## src/rtl/camera_stream_gen.sv

```systemverilog
// ---------------------------------------------------------------------------
// camera_stream_gen
//
// Emulates a parallel-bus camera sensor producing RGB565 frames (two bytes
// per pixel) with HREF/VSYNC framing and a PCLK running at CLK/2.
//
// All framing state advances only on "ticks": the CLK edges on which PCLK
// falls. Every visible output therefore changes while PCLK drops and stays
// stable across the following PCLK rising edge, where a receiver samples it.
//
// Parameters
//   H_ACTIVE      pixels per line
//   V_ACTIVE      lines per frame
//   VSYNC_TICKS   PCLK periods with VSYNC high
//   VBP_TICKS     PCLK periods from VSYNC fall to the first HREF rise
//   HBLANK_TICKS  PCLK periods with HREF low between lines
//   VFP_TICKS     PCLK periods after the last line before the frame ends
//
// Ports
//   CLK          in   sole clock, rising edge
//   RESET        in   asynchronous, active-high reset
//   ENABLE       in   level; high requests continuous frame generation
//   PATTERN[1:0] in   0 colour bars, 1 solid, 2 checkerboard, 3 column ramp
//   SOLID_COLOR  in   RGB332 colour used by the solid pattern
//   PCLK         out  emulated pixel clock, CLK/2
//   HREF         out  high while line bytes are valid
//   VSYNC        out  high during the frame sync interval
//   DATA[7:0]    out  camera byte (RGB565 high byte first), 00 when HREF low
//   BUSY         out  high from frame start through FRAME_DONE
//   FRAME_DONE   out  one-CLK pulse at the end of the vertical front porch
// ---------------------------------------------------------------------------
module camera_stream_gen #(
  parameter int H_ACTIVE     = 176,
  parameter int V_ACTIVE     = 144,
  parameter int VSYNC_TICKS  = 8,
  parameter int VBP_TICKS    = 16,
  parameter int HBLANK_TICKS = 32,
  parameter int VFP_TICKS    = 16
) (
  input  logic       CLK,
  input  logic       RESET,
  input  logic       ENABLE,
  input  logic [1:0] PATTERN,
  input  logic [7:0] SOLID_COLOR,
  output logic       PCLK,
  output logic       HREF,
  output logic       VSYNC,
  output logic [7:0] DATA,
  output logic       BUSY,
  output logic       FRAME_DONE
);

  // Tick counter must hold the longest of the blanking intervals.
  localparam int T01  = (VSYNC_TICKS > VBP_TICKS) ? VSYNC_TICKS : VBP_TICKS;
  localparam int T23  = (HBLANK_TICKS > VFP_TICKS) ? HBLANK_TICKS : VFP_TICKS;
  localparam int TMAX = (T01 > T23) ? T01 : T23;
  localparam int TW   = $clog2(TMAX + 1);

  // Line counter is at least 5 bits so the checkerboard can read line[4].
  localparam int LW0 = $clog2(V_ACTIVE);
  localparam int LW  = (LW0 < 5) ? 5 : LW0;

  // Pixel index is at least 8 bits so the ramp can read x[7:0];
  // the byte counter carries one extra LSB selecting byte0/byte1.
  localparam int XW0 = $clog2(H_ACTIVE);
  localparam int XW  = (XW0 < 8) ? 8 : XW0;
  localparam int BW  = XW + 1;

  localparam int BAR_W = ((H_ACTIVE / 8) < 1) ? 1 : (H_ACTIVE / 8);

  typedef enum logic [2:0] {
    ST_IDLE   = 3'd0,
    ST_VSYNC  = 3'd1,
    ST_VBP    = 3'd2,
    ST_ACTIVE = 3'd3,
    ST_HBLANK = 3'd4,
    ST_VFP    = 3'd5
  } state_t;

  // RGB332 -> RGB565 by replicating the most significant bits of each field.
  function automatic logic [15:0] rgb332_to_565(input logic [7:0] c);
    return {c[7:5], c[7:6], c[4:2], c[4:2], c[1:0], c[1:0], c[1]};
  endfunction

  // Colour of each of the eight vertical bars, left to right.
  function automatic logic [7:0] bar_color(input logic [2:0] idx);
    logic [7:0] c;
    case (idx)
      3'd0:    c = 8'hFF;  // white
      3'd1:    c = 8'hFC;  // yellow
      3'd2:    c = 8'h0B;  // light blue
      3'd3:    c = 8'h1C;  // green
      3'd4:    c = 8'hE3;  // purple
      3'd5:    c = 8'hE0;  // red
      3'd6:    c = 8'h03;  // blue
      default: c = 8'h00;  // black
    endcase
    return c;
  endfunction

  state_t          state_q, state_d;
  logic [TW-1:0]   tick_q, tick_d;
  logic [LW-1:0]   line_q, line_d;
  logic [BW-1:0]   byte_cnt_q, byte_cnt_d;
  logic [1:0]      pat_q, pat_d;
  logic [7:0]      solid_q, solid_d;
  logic            pclk_q, pclk_d;
  logic            href_q, href_d;
  logic            vsync_q, vsync_d;
  logic [7:0]      data_q, data_d;
  logic            busy_q, busy_d;
  logic            done_q, done_d;

  logic            tick_s;
  logic [XW-1:0]   x_s;
  logic [XW-1:0]   bar_s;
  logic [7:0]      col_s;
  logic [15:0]     rgb_s;
  logic [7:0]      byte_s;

  // A tick is the CLK edge on which PCLK goes from 1 to 0.
  assign tick_s = pclk_q;

  // Next-state logic: frame sequencing, counters and per-frame latches.
  always_comb begin
    state_d    = state_q;
    tick_d     = tick_q;
    line_d     = line_q;
    byte_cnt_d = byte_cnt_q;
    pat_d      = pat_q;
    solid_d    = solid_q;
    done_d     = 1'b0;
    pclk_d     = ~pclk_q;

    if (tick_s) begin
      case (state_q)
        ST_IDLE: begin
          if (ENABLE) begin
            state_d = ST_VSYNC;
            tick_d  = {TW{1'b0}};
            pat_d   = PATTERN;
            solid_d = SOLID_COLOR;
          end else begin
            state_d = ST_IDLE;
          end
        end

        ST_VSYNC: begin
          if (tick_q == TW'(VSYNC_TICKS - 1)) begin
            state_d = ST_VBP;
            tick_d  = {TW{1'b0}};
          end else begin
            tick_d = tick_q + TW'(1);
          end
        end

        ST_VBP: begin
          if (tick_q == TW'(VBP_TICKS - 1)) begin
            state_d    = ST_ACTIVE;
            tick_d     = {TW{1'b0}};
            line_d     = {LW{1'b0}};
            byte_cnt_d = {BW{1'b0}};
          end else begin
            tick_d = tick_q + TW'(1);
          end
        end

        ST_ACTIVE: begin
          if (byte_cnt_q == BW'(2 * H_ACTIVE - 1)) begin
            byte_cnt_d = {BW{1'b0}};
            tick_d     = {TW{1'b0}};
            // The last line goes straight into the front porch.
            if (line_q == LW'(V_ACTIVE - 1)) begin
              state_d = ST_VFP;
            end else begin
              state_d = ST_HBLANK;
            end
          end else begin
            byte_cnt_d = byte_cnt_q + BW'(1);
          end
        end

        ST_HBLANK: begin
          if (tick_q == TW'(HBLANK_TICKS - 1)) begin
            state_d    = ST_ACTIVE;
            tick_d     = {TW{1'b0}};
            line_d     = line_q + LW'(1);
            byte_cnt_d = {BW{1'b0}};
          end else begin
            tick_d = tick_q + TW'(1);
          end
        end

        ST_VFP: begin
          if (tick_q == TW'(VFP_TICKS - 1)) begin
            done_d = 1'b1;
            tick_d = {TW{1'b0}};
            line_d = {LW{1'b0}};
            // Back-to-back frames re-latch the pattern inputs here.
            if (ENABLE) begin
              state_d = ST_VSYNC;
              pat_d   = PATTERN;
              solid_d = SOLID_COLOR;
            end else begin
              state_d = ST_IDLE;
            end
          end else begin
            tick_d = tick_q + TW'(1);
          end
        end

        default: begin
          state_d    = ST_IDLE;
          tick_d     = {TW{1'b0}};
          line_d     = {LW{1'b0}};
          byte_cnt_d = {BW{1'b0}};
        end
      endcase
    end else begin
      state_d = state_q;
    end
  end

  // Pixel colour for the byte about to be driven, from the latched pattern.
  always_comb begin
    x_s   = byte_cnt_d[BW-1:1];
    bar_s = x_s / XW'(BAR_W);
    col_s = 8'h00;

    case (pat_d)
      2'd0: begin
        // Any remainder pixels when H_ACTIVE is not a multiple of 8 stay black.
        if (bar_s > XW'(7)) begin
          col_s = bar_color(3'd7);
        end else begin
          col_s = bar_color(bar_s[2:0]);
        end
      end
      2'd1:    col_s = solid_d;
      2'd2:    col_s = (x_s[4] ^ line_d[4]) ? 8'h00 : 8'hFF;
      2'd3:    col_s = x_s[7:0];
      default: col_s = 8'h00;
    endcase

    rgb_s = rgb332_to_565(col_s);
    if (byte_cnt_d[0]) begin
      byte_s = rgb_s[7:0];
    end else begin
      byte_s = rgb_s[15:8];
    end
  end

  // Output next values: decoded from the state being entered so that the
  // registered outputs line up with the state for the whole tick period.
  always_comb begin
    href_d  = href_q;
    vsync_d = vsync_q;
    data_d  = data_q;
    busy_d  = busy_q;

    if (tick_s) begin
      vsync_d = (state_d == ST_VSYNC);
      href_d  = (state_d == ST_ACTIVE);
      // BUSY stays high through the FRAME_DONE pulse even when going idle.
      busy_d  = (state_d != ST_IDLE) || done_d;
      if (state_d == ST_ACTIVE) begin
        data_d = byte_s;
      end else begin
        data_d = 8'h00;
      end
    end else begin
      busy_d = busy_q;
    end
  end

  // State and output registers; RESET aborts any frame immediately.
  always_ff @(posedge CLK or posedge RESET) begin
    if (RESET) begin
      state_q    <= ST_IDLE;
      tick_q     <= {TW{1'b0}};
      line_q     <= {LW{1'b0}};
      byte_cnt_q <= {BW{1'b0}};
      pat_q      <= 2'b00;
      solid_q    <= 8'h00;
      pclk_q     <= 1'b0;
      href_q     <= 1'b0;
      vsync_q    <= 1'b0;
      data_q     <= 8'h00;
      busy_q     <= 1'b0;
      done_q     <= 1'b0;
    end else begin
      state_q    <= state_d;
      tick_q     <= tick_d;
      line_q     <= line_d;
      byte_cnt_q <= byte_cnt_d;
      pat_q      <= pat_d;
      solid_q    <= solid_d;
      pclk_q     <= pclk_d;
      href_q     <= href_d;
      vsync_q    <= vsync_d;
      data_q     <= data_d;
      busy_q     <= busy_d;
      done_q     <= done_d;
    end
  end

  assign PCLK       = pclk_q;
  assign HREF       = href_q;
  assign VSYNC      = vsync_q;
  assign DATA       = data_q;
  assign BUSY       = busy_q;
  assign FRAME_DONE = done_q;

endmodule

```

## config.mk

```make
export PLATFORM = sky130hd
export DESIGN_NAME = camera_stream_gen
export DESIGN_NICKNAME = d
export VERILOG_FILES = /design/src/rtl/camera_stream_gen.sv
export SDC_FILE = /design/constraint.sdc
export NUM_CORES = 1
export LEC_CHECK = 0
export CAP_MARGIN = 10
export CORE_ASPECT_RATIO = 1.5
export CORE_MARGIN = 5
export CORE_UTILIZATION = 45
export DETAILED_ROUTE_END_ITERATION = 7
export GPL_TIMING_DRIVEN = 0
export SLEW_MARGIN = 15
export SYNTH_ARGS = -nofsm -noshare
export SYNTH_HDL_FRONTEND = slang
export SYNTH_SLANG_ARGS = --single-unit
```

## constraint.sdc

```tcl
create_clock -name CLK -period 9.75 [get_ports CLK]
set_clock_uncertainty 0.05 [all_clocks]
set_input_delay 1.4625 -clock CLK [delete_from_list [all_inputs] [get_ports CLK]]
set_output_delay 1.4625 -clock CLK [all_outputs]
set_load 0.02 [all_outputs]
```

==> impl_metrics.ini <==
[clock_network]
htreeDepth = 2
clk_pin_slew_ps = 90
ctsHoldBuffers = 0
cts_root_buf = clkbuf_8
cts_setup_buffers = 0
worstSkewPairLatency_ps = 320
cts.repair.resized = 0
cts_max_path_buffers = 2
cts_inserted_buffers = 5
clock_sinks = 49
cts_tree = done

[synth]
synth_area_per_cell_um2 = 8.51
yosys_most_used_dff = dfrtp_1
synth_area_mm2 = 0.00323
ys_ff_latch = 49
ys.warnings.count = 0
ys_seq_area_share_pct = 37.9
syn_nets = 396
async_reset_ff_share_pct = 100
syn_inst = 380
yosysUniqueCellTypes = 69
synth_edf_count = 0
synth_area_leaders = dfrtp_1 (38%), o21ai_0 (6.0%), nand2_1 (4.9%)
synth_area_leader_cell = dfrtp_1
synth_top_area_share_pct = 37.9

[min_path]
hp-class = flip-flop to flip-flop
worstHoldStart = line_q[7]$_DFFE_PP0P_

[finish]
final_common_cell = dfrtp_1
area.growth.synth_to_final_pct = 14.9
most-common-layout-cells = dfrtp_1 (49), nand2_1 (42), o21ai_0 (39)
antenna_cells = 0
utilization_pct = 52.1
nets = 429
drive_gt1_share_pct = 9.90
fin_cells = 494

[grt]
track_usage_pct = 20.2
grt_max_degree = 37
antenna_found_initial = 0
grt_pass1_wl_um = 14500
overflow = 0
grt_pass1_vias = 3011

[detailed_routing]
vias = 3073
drt_first_iter_violations = 188
drt_wl_total_um = 8740
final_antenna_net_count = 0
drc = 0
viasPerCell = 6.22
routed_wire_length_per_instance_um = 17.7
drt_first_pass_iters = 4

[power]
power-per-cell-area_mw_per_mm2 = 97.8
total_power_w = 0.000364
ir_drop_mv = 0.0719
p_leak_nw = 1.55

[sta]
finalCritPeriodShare_pct = 41.6
period_minus_slack_ps = 4060
slew_violations = 0
setup_viol = 0
tns_ps = 0
rsz0062_at_grt = no
tightest_slew_ps = 769
finalHoldViolations = 0
max_freq_mhz = 246
slew_headroom_pct = 48.5

[worst_setup_path]
rrSetupSlack_ps = 5750
cp_max_fo = 10
crit_required_ps = 9860
r2r-end = DATA[2]$_DFFE_PP0P_
worst-setup-path-type = input pin to flip-flop
crit_path_top_delay_cell = clkdlybuf4s50_1
reg2reg_depth = 13
crit_end = DATA[2]$_DFFE_PP0P_
worst_setup_path_start_kind = input pin
crit_path_start = ENABLE
slowest_delay_ps = 630
endpoint_kind = flip-flop
path_cells = clkdlybuf4s50_1, o21ai_0, a22oi_1, inv_1, clkbuf_1, nor2_1, a211oi_1, o31ai_1, o221ai_1
r2r-start = tick_q[0]$_DFFE_PP0P_
crit_arrival_ps = 4170

[floorplanning]
dieArea_mm2 = 0.00901
start_util_pct = 45.3
top_level_ports = 26
die_h_um = 114
die_w_um = 79.2
core-area_mm2 = 0.00713
row_count = 38

[job]
cap_viol_max_count = 0

[placement]
dp.cells = 486
portBuffers = 25
gp_congestion = 0.890
hpwl_um = 6630

[outcome]
outcome = finished clean
layout make-up:
| cell class | instances | area, µm² |
|---|---|---|
| plain buffers | 13 | 61.3 |
| clock buffers | 5 | 68.8 |
| clock inverters | 3 | 43.8 |
| fillers | 686 | 3420 |
| inverters | 25 | 93.8 |
| multi-input cells | 293 | 1850 |
| flip-flops and latches | 49 | 1230 |
| well taps | 80 | 100 |
| repair buffers | 26 | 270 |
critical path: cells and delay by family:
kind / cells / cell delay [ps]
buffers and inverters: 3 / 1170
AOI/OAI and AO/OA: 5 / 1380
and+or+nand+nor: 1 / 160
registers in the layout, indices dropped and copies added, names as in the netlist:
signal,count
byte_cnt_q,9
DATA,8
line_q,8
solid_q,8
tick_q,6
state_q,3
pat_q,2
BUSY,1
FRAME_DONE,1
HREF,1
PCLK,1
VSYNC,1
Yosys cell counts, drive strengths merged, types with 2 or more instances:
library cell  instances
nand4b                2
a22oi                 2
buf                   6
nor3b                 2
o21ai                44
nand4                 7
nand2b                4
o31ai                 4
nand2                42
dfrtp                49
nor2                 25
o221ai                5
nor3                 14
a21boi                3
inv                  25
o21bai                3
or3                   4
ha                    3
o31a                  2
mux2i                 2
or4                   2
o2bb2ai               4
a2111oi               2
o211ai                3
nor4                  4
a31oi                 5
and3                  7
o21a                  2
nand3                21
a22o                  5
nor2b                 3
o22ai                 4
clkbuf                7
a211oi               10
xnor2                 2
mux2                  8
a21oi                25
a21o                  3
where the power goes:
part	internal (W)	total, W	leakage (nW)	switching (W)
registers	0.000203	0.000203	0.655	0
logic	0.00000507	0.0000104	0.836	0.00000530
clock network	0.0000770	0.000150	0.0585	0.0000732
how the worst min path moves through the flow:
stage | to | slack (ps) | depth (start not counted)
floorplan | solid_q[2]$_DFF_PP0_ | 380 | 2
global placement | solid_q[2]$_DFF_PP0_ | 400 | 2
detailed placement | solid_q[2]$_DFF_PP0_ | 420 | 2
CTS | line_q[7]$_DFFE_PP0P_ | 440 | 1
global route | solid_q[6]$_DFF_PP0_ | 470 | 1
finish | line_q[7]$_DFFE_PP0P_ | 430 | 1
metal layers:
layer	vias up	share of wire, %	track usage (%)
li1	1489	-	-
met1	1480	39	22.2
met2	84	54	37.0
met3	20	3.2	3.40
met4	0	3.5	9.86
met5	-	0	0
kinds of logic after synthesis:
group	share of synthesized area, %
flops	37.9
buf+inv	4.80
xor+xnor	0.542
simple gates	23.3
mux	3.41
compound gates	28.9
fa+ha+maj	1.16
metrics by stage:
step           setup slack, ps  area, µm²  hold WS (ps)
2_1_floorplan             6600       3230           385
3_3_place_gp              5430       3580           404
3_5_place_dp              5390       3600           420
4_1_cts                   5750       3720           438
5_1_grt                   5460       3720           470
6_report                  5690       3720           432
Note: power is estimated with default switching activity, not from simulation.
